$ cat src/rtl/cmp_stream_pkg.sv
// rtl/cmp_stream_pkg.sv - shared types and limits for the comparator stream serializer
// Provides the serializer FSM state encoding and the widest supported operand.

package cmp_stream_pkg;

    typedef enum logic [1:0] {
        IDLE  = 2'd0,
        CLEAR = 2'd1,
        SHIFT = 2'd2
    } cmp_tx_state_t;

    localparam int CMP_TX_MAX_WIDTH = 32;

endpackage

$ cat src/rtl/cmp_tx_shreg.sv
// rtl/cmp_tx_shreg.sv - parallel-load left-shift register exposing its MSB
// Ports:
//   clk, reset (async, active-low)
//   load  - capture din (takes priority over shift)
//   shift - shift left by one, filling with 0
//   din   - parallel operand
//   msb   - current most significant bit

module cmp_tx_shreg
    import cmp_stream_pkg::*;
#(
    parameter int WIDTH = 4
) (
    input  logic             clk,
    input  logic             reset,
    input  logic             load,
    input  logic             shift,
    input  logic [WIDTH-1:0] din,
    output logic             msb
);

    logic [WIDTH-1:0] q;

    always_ff @(posedge clk or negedge reset) begin
        if (!reset) begin
            q <= '0;
        end else if (load) begin
            q <= din;
        end else if (shift) begin
            q <= {q[WIDTH-2:0], 1'b0};
        end
    end

    assign msb = q[WIDTH-1];

endmodule

$ cat src/rtl/comparator_stream_tx.sv
// rtl/comparator_stream_tx.sv - MSB-first bit-pair serializer for the bit-serial comparator
// Accepts an operand pair on a valid/ready handshake, emits a one-cycle active-low
// clear (frame_n), then streams a_bit/b_bit one pair per clock with bit_valid/last.
// Ports:
//   clk, reset (async, active-low)
//   in_valid, in_ready, a_word, b_word - operand handshake
//   frame_n                           - comparator clear, low one cycle per frame
//   a_bit, b_bit, bit_valid, last     - serial stream
//   busy                              - frame in progress
// Optional build macro: CMP_TX_EARLY_STOP_EN - end the frame on the first differing pair.

module comparator_stream_tx
    import cmp_stream_pkg::*;
#(
    parameter int WIDTH = 4
) (
    input  logic             clk,
    input  logic             reset,
    input  logic             in_valid,
    output logic             in_ready,
    input  logic [WIDTH-1:0] a_word,
    input  logic [WIDTH-1:0] b_word,
    output logic             frame_n,
    output logic             a_bit,
    output logic             b_bit,
    output logic             bit_valid,
    output logic             last,
    output logic             busy
);

    localparam int CNT_W = (WIDTH > 1) ? $clog2(WIDTH) : 1;

    cmp_tx_state_t    state;
    logic [CNT_W-1:0] cnt;
    logic             a_msb;
    logic             b_msb;
    logic             in_shift;
    logic             frame_end;
    logic             handshake;

    assign in_shift = (state == SHIFT);

`ifdef CMP_TX_EARLY_STOP_EN
    // The first differing pair already decides the comparison, so the frame stops there.
    assign frame_end = in_shift && ((cnt == '0) || (a_msb != b_msb));
`else
    assign frame_end = in_shift && (cnt == '0);
`endif

    // Accepting on the final bit lets the next frame's CLEAR follow with no idle gap.
    assign in_ready  = (state == IDLE) || frame_end;
    assign handshake = in_valid && in_ready;

    always_ff @(posedge clk or negedge reset) begin
        if (!reset) begin
            state <= IDLE;
            cnt   <= '0;
        end else begin
            case (state)
                IDLE: begin
                    if (handshake) begin
                        state <= CLEAR;
                        cnt   <= CNT_W'(WIDTH - 1);
                    end
                end
                CLEAR: begin
                    state <= SHIFT;
                end
                SHIFT: begin
                    if (frame_end) begin
                        if (handshake) begin
                            state <= CLEAR;
                            cnt   <= CNT_W'(WIDTH - 1);
                        end else begin
                            state <= IDLE;
                        end
                    end else begin
                        cnt <= cnt - 1'b1;
                    end
                end
                default: begin
                    state <= IDLE;
                end
            endcase
        end
    end

    cmp_tx_shreg #(.WIDTH(WIDTH)) u_shreg_a (
        .clk   (clk),
        .reset (reset),
        .load  (handshake),
        .shift (in_shift),
        .din   (a_word),
        .msb   (a_msb)
    );

    cmp_tx_shreg #(.WIDTH(WIDTH)) u_shreg_b (
        .clk   (clk),
        .reset (reset),
        .load  (handshake),
        .shift (in_shift),
        .din   (b_word),
        .msb   (b_msb)
    );

    // Outputs decode only from registered state, counter and register MSBs.
    assign frame_n   = (state != CLEAR);
    assign bit_valid = in_shift;
    assign a_bit     = in_shift & a_msb;
    assign b_bit     = in_shift & b_msb;
    assign last      = frame_end;
    assign busy      = (state != IDLE);

endmodule
$ cat config.mk
export PLATFORM = sky130hd
export DESIGN_NAME = comparator_stream_tx
export DESIGN_NICKNAME = d
export VERILOG_FILES = /design/src/rtl/cmp_stream_pkg.sv /design/src/rtl/cmp_tx_shreg.sv /design/src/rtl/comparator_stream_tx.sv
export SDC_FILE = /design/constraint.sdc
export NUM_CORES = 1
export LEC_CHECK = 0
export CORE_MARGIN = 3
export CORE_UTILIZATION = 39
export DETAILED_ROUTE_END_ITERATION = 12
export PLACE_DENSITY_LB_ADDON = 0.08
export SLEW_MARGIN = 25
export SYNTH_ARGS = -nofsm -noshare
export SYNTH_HDL_FRONTEND = slang
export SYNTH_HIERARCHICAL = 1
export SYNTH_SLANG_ARGS = --single-unit
$ cat constraint.sdc
create_clock -name clk -period 1.65 [get_ports clk]
set_input_delay 0.33 -clock clk [delete_from_list [all_inputs] [get_ports clk]]
set_output_delay 0.33 -clock clk [all_outputs]
set_load 0.005 [all_outputs]
Word-level counts from Yosys, hierarchy flattened:

Cells that the tools add are included.

* bits in registers: 12
* output and inout port bits: 7
* logic and storage cells: 32

* mux-type cells: 11
* $add $sub $neg: 1
* bitwise operators: 2
* reductions and logical operators: 9
* eq/ne operators: 5

Operators with widths (number)
* 2-to-1 mux 4 bit: 4
* 2-to-1 mux 2 bit: 4
* one-hot mux 2 bit (3 select lines): 1
* nonzero test 2 bit: 3
* logical NOT 2 bit: 2
* inequality test 2 x 1 -> 1 bit (second input constant): 2
* one-hot mux 2 bit (2 select lines): 1
* bitwise AND 1 bit: 2
* == test 2 x 1 -> 1 bit (second input constant): 1
* == test 2 bit (second input constant): 1
* logical AND 1 bit: 2
* inequality test 2 bit (second input constant): 1
* AND reduction 2 bit: 1
* subtractor 2 x 1 -> 2 bit (second input constant): 1
* logical OR 1 bit: 1
* 2-to-1 mux 1 bit: 1

Depth between registers and ports, before layout:

* depth in word-level cells: 7
* depth in mapped cells: 7

Modules after synthesis:

The synthesis kept the hierarchy.

Modules (own cells, without submodules)
* cmp_tx_shreg: instances 2, cells each 15, sequential area each 100.1 sq um, area each 168.9 sq um
* comparator_stream_tx: instances 1, cells each 23, sequential area each 100.1 sq um, area each 240.2 sq um

Worst setup path after synthesis:

OpenSTA, ideal clock, no wires.

* path kind: register to register
* from: register cnt[0]
* to: register u_shreg_a.q[0]
* arrival: 1.525 ns
* path buffers: 0
* data required time: 1.529 ns
* setup slack: 0.004 ns
* stages on the path, launching flop included: 8
* library setup time: 0.121 ns
* cells stage by stage: dfrtp_1 > inv_1 > ha_1 > nor2b_1 > nor2_1 > and2_1 > nor2_1 > a22o_1

* longest elaborated chain between the ends: 5
* elaborated cells on any way between the ends: 6
* classes of those cells: 1 x mux; 5 x reduce/logical

RTL lines
* start: declaration: RTL line comparator_stream_tx.sv:34 `logic [CNT_W-1:0] cnt;`
* start signal: assignment: RTL line comparator_stream_tx.sv:63 `cnt <= CNT_W'(WIDTH - 1);`
* start signal: assignment: RTL line comparator_stream_tx.sv:73 `cnt <= CNT_W'(WIDTH - 1);`
* start signal: assignment: RTL line comparator_stream_tx.sv:78 `cnt <= cnt - 1'b1;`
* logical NOT 2 bit (*): RTL line comparator_stream_tx.sv:47 `assign frame_end = in_shift && (cnt == '0);`
* logical AND 1 bit (*): RTL line comparator_stream_tx.sv:47
* logical OR 1 bit (*): RTL line comparator_stream_tx.sv:51 `assign in_ready = (state == IDLE) || frame_end;`
* via in_ready: RTL line comparator_stream_tx.sv:20 `output logic in_ready,`
* logical AND 1 bit (*): RTL line comparator_stream_tx.sv:52 `assign handshake = in_valid && in_ready;`
* via handshake: RTL line comparator_stream_tx.sv:39 `logic handshake;`
* 2-to-1 mux 4 bit or nonzero test 2 bit (tied branches)
* end signal: assignment: RTL line cmp_tx_shreg.sv:28 `q <= din;`
* end signal: assignment: RTL line cmp_tx_shreg.sv:30 `q <= {q[WIDTH-2:0], 1'b0};`
* end: declaration: RTL line cmp_tx_shreg.sv:22 `logic [WIDTH-1:0] q;`

The timed path passes the listed nets; every way through them passes the cells marked *.
A chain may end at the register's enable or synchronous reset.

Worst setup path in the final report:

* from: register state[0]
* to: output port busy

* longest elaborated chain between the ends: 1

RTL lines
* start: declaration: RTL line comparator_stream_tx.sv:33 `cmp_tx_state_t state;`
* start signal: assignment: RTL line comparator_stream_tx.sv:56 `state <= IDLE;`
* start signal: assignment: RTL line comparator_stream_tx.sv:62 `state <= CLEAR;`
* start signal: assignment: RTL line comparator_stream_tx.sv:67 `state <= SHIFT;`
* nonzero test 2 bit: RTL line comparator_stream_tx.sv:112 `assign busy = (state != IDLE);`
* end: declaration: RTL line comparator_stream_tx.sv:28 `output logic busy`

Every way passes these cells.

==> impl_metrics.csv <==
group,metric,value,unit
run_status,status,"completed",
setup_path,r2r_slack,190,ps
min_path,min_path_type,"primary input to async pin",
cts,cts-hold-fix-buffers,0,
placed_design,place.gp.congestion,0.687,
setup_path,path_max_fanout,3,
timing,final.setup.worst_slack,99.6,ps
timing,timing.final.crit_share,0.940,
cts,cts.clk_slew.worst_paths,80,ps
route,routedWlPerCell,11.2,um
job,maxCapViolations,0,
cells_and_area,nets,96,
timing,hold_viol,0,
setup_path,r2r-end,"u_shreg_b/q[2]",
global_route,use_met1,0.184,
synth,yosys_warnings,6,
floorplanning,design.core.area,0.00135,sq mm
cts,h-tree-depth,1,
cells_and_area,multi_input_area,273,sq um
cells_and_area,post-route-util,0.638,
route,via_per_inst,4.63,
floorplanning,placement_rows,13,
pwr,ir_worst_vdd,978,uV
setup_path,r2r.worst_path.cells,8,
setup_path,cp_top_family,"flip-flops",
route,firstDrtPassIters,4,
setup_path,end_kind,"primary output",
route,drt-initial-drc-count,6,
cts,clk_latency,260,ps
timing,fin_crit,1550,ps
timing,tightestPinTransition,531,ps
floorplanning,die_w,44.5,um
floorplanning,start_util,0.428,
setup_path,cp_num_buf_inv,1,
timing,drv_slew,0,
cells_and_area,regArea,300,sq um
synth,synth_area,578,sq um
global_route,grt_pass1_wl,1.93,mm
setup_path,cpMaxStageDelayCell,"dfrtp_1",
cts,tritoncts,"done",
timing,rsz0062_at_grt,"no",
global_route,met2_usage,0.203,
cts,cts_buffers,3,
synth,syn_nets,65,
setup_path,reg2reg_from,"cnt[1]",
pwr,leakagePower,0.000411,uW
synth,ys_seq_elements,12,
cells_and_area,antenna_cells,0,
setup_path,crit_path_max_incr_delay,420,ps
cells_and_area,area_growth,48.9,%
synth,syn_inst,53,
floorplanning,fp.dieH,44.5,um
timing,finClkSkew,1.32,ps
route,drc_errors,0,
cts,max-clock-path-buffers,2,
setup_path,cp.arrival,1220,ps
global_route,antenna_found_initial,0,
setup_path,worst_setup_path_start_kind,"flip-flop",
timing,setup_viol,0,
timing,max_freq,0.645,GHz
global_route,top_usage_layer,"met2",
cells_and_area,final_common_cell,"dfrtp_1",
route,routed_wirelength,1.09,mm
synth,syn-mean-instance-area,10.9,sq um
synth,synthDistinctLibCells,16,
global_route,grt_max_degree,13,
cells_and_area,drive_above_1_share,0.301,
cells_and_area,final_cell_mix,"dfrtp_1 (12), clkdlybuf4s50_1 (10), buf_4 (8), mux2i_1 (7)",
cts,root_buffer,"clkbuf_4",
cells_and_area,fill_cells,103,
placed_design,portBuffers,17,
synth,yosysSeqAreaShare,0.519,
floorplanning,top_level_ports,18,
global_route,grt_pass1_vias,444,
cts,cts.sinks,12,
setup_path,crit_chain,"or2_2 > dlygate4sd2_1",
placed_design,dp_slack,-16.1,ps
timing,slew_headroom,0.645,
global_route,grt_overflow,0,
floorplanning,dieArea,0.00198,sq mm
setup_path,worstSetupPathType,"flip-flop to primary output",
setup_path,critPathRequiredTime,1320,ps
global_route,grt_use_met3,0.0285,
route,route.vias.total,454,
route,postRouteAntennaNets,0,
pwr,power_per_cell_area,1720,mW/mm^2
global_route,grt.total_usage,0.129,
## per-layer routing
layer	up-vias	share of wire
li1	245	-
met1	198	0.52
met2	11	0.41
met3	0	0.061
met4	0	0
met5	-	0
## metrics by stage
step	hold slack [ps]	instance area (sq um)	std cells	total power (uW)	setup TNS, ps
3_5_place_dp	484	805	90	1230	-16.1
5_1_grt	437	861	98	1620	0
2_1_floorplan	34.4	578	53	920	0
4_1_cts	421	868	98	1490	0
3_3_place_gp	483	805	90	1210	0
6_report	410	861	98	1480	0
## area by class of cell
type / count / share of cell area
Clock buffer: 4 / 0.0422
Inverter: 3 / 0.0131
Multi-Input combinational cell: 38 / 0.317
Sequential cell: 12 / 0.349
Tap cell: 15 / 0.0218
Timing Repair Buffer: 26 / 0.257
## flip-flops by register name (all words and copies together), names as in the netlist
name and cells:
u_shreg_a/q 4, u_shreg_b/q 4, cnt 2, state 2
## synthesized netlist by cell type, drive strengths merged
| cell type | instances | area share |
|---|---|---|
| inv | 3 | 0.019 |
| o21bai | 1 | 0.013 |
| o21ai | 7 | 0.061 |
| dfrtp | 12 | 0.52 |
| nor2b | 3 | 0.058 |
| or2 | 1 | 0.011 |
| nor2 | 3 | 0.019 |
| ha | 1 | 0.022 |
| nand2 | 6 | 0.039 |
| nand2b | 1 | 0.011 |
| mux2i | 7 | 0.12 |
| and2 | 5 | 0.054 |
| a22oi | 1 | 0.022 |
| a22o | 2 | 0.030 |
## cell families (layout without fill, tap and decap cells)
group,count (synthesis),in the layout,share of synthesized area
DFF,12,12,0.519
adders and majority gates,1,1,0.0216
and+or+nand+nor,19,19,0.193
muxes,7,7,0.121
buffers and inverters,3,33,0.0195
AOI/OAI and AO/OA,11,11,0.126
## report_power, final
| group | internal [uW] | total, uW | switching (uW) | leakage, uW |
|---|---|---|---|---|
| Clock | 134 | 233 | 99.2 | 0.0000210 |
| Combinational | 433 | 744 | 311 | 0.000243 |
| Sequential | 430 | 506 | 76.3 | 0.000147 |
| Total | 997 | 1480 | 487 | 0.000411 |
## timing repair
| item | CTS | global route |
|---|---|---|
| pin swaps | 1 | 1 |
| endpoints found under the hold margin | 0 | 0 |
| endpoints found under the setup margin | 7 | 9 |
| setup buffers | 4 | 0 |
| resized for setup | 13 | 6 |
## worst max path at each step
stage	from	endpoint	slack, ps	cells after the start
after floorplan	cnt[0]	u_shreg_a/q[0]	4	7
after global placement	cnt[0]	in_ready	30	5
after detailed placement	cnt[0]	in_ready	-20	5
after CTS	cnt[1]	in_ready	9	5
after global routing	cnt[0]	in_ready	30	5
final	state[0]	busy	100	2
Power figures use the tool's default switching activity.
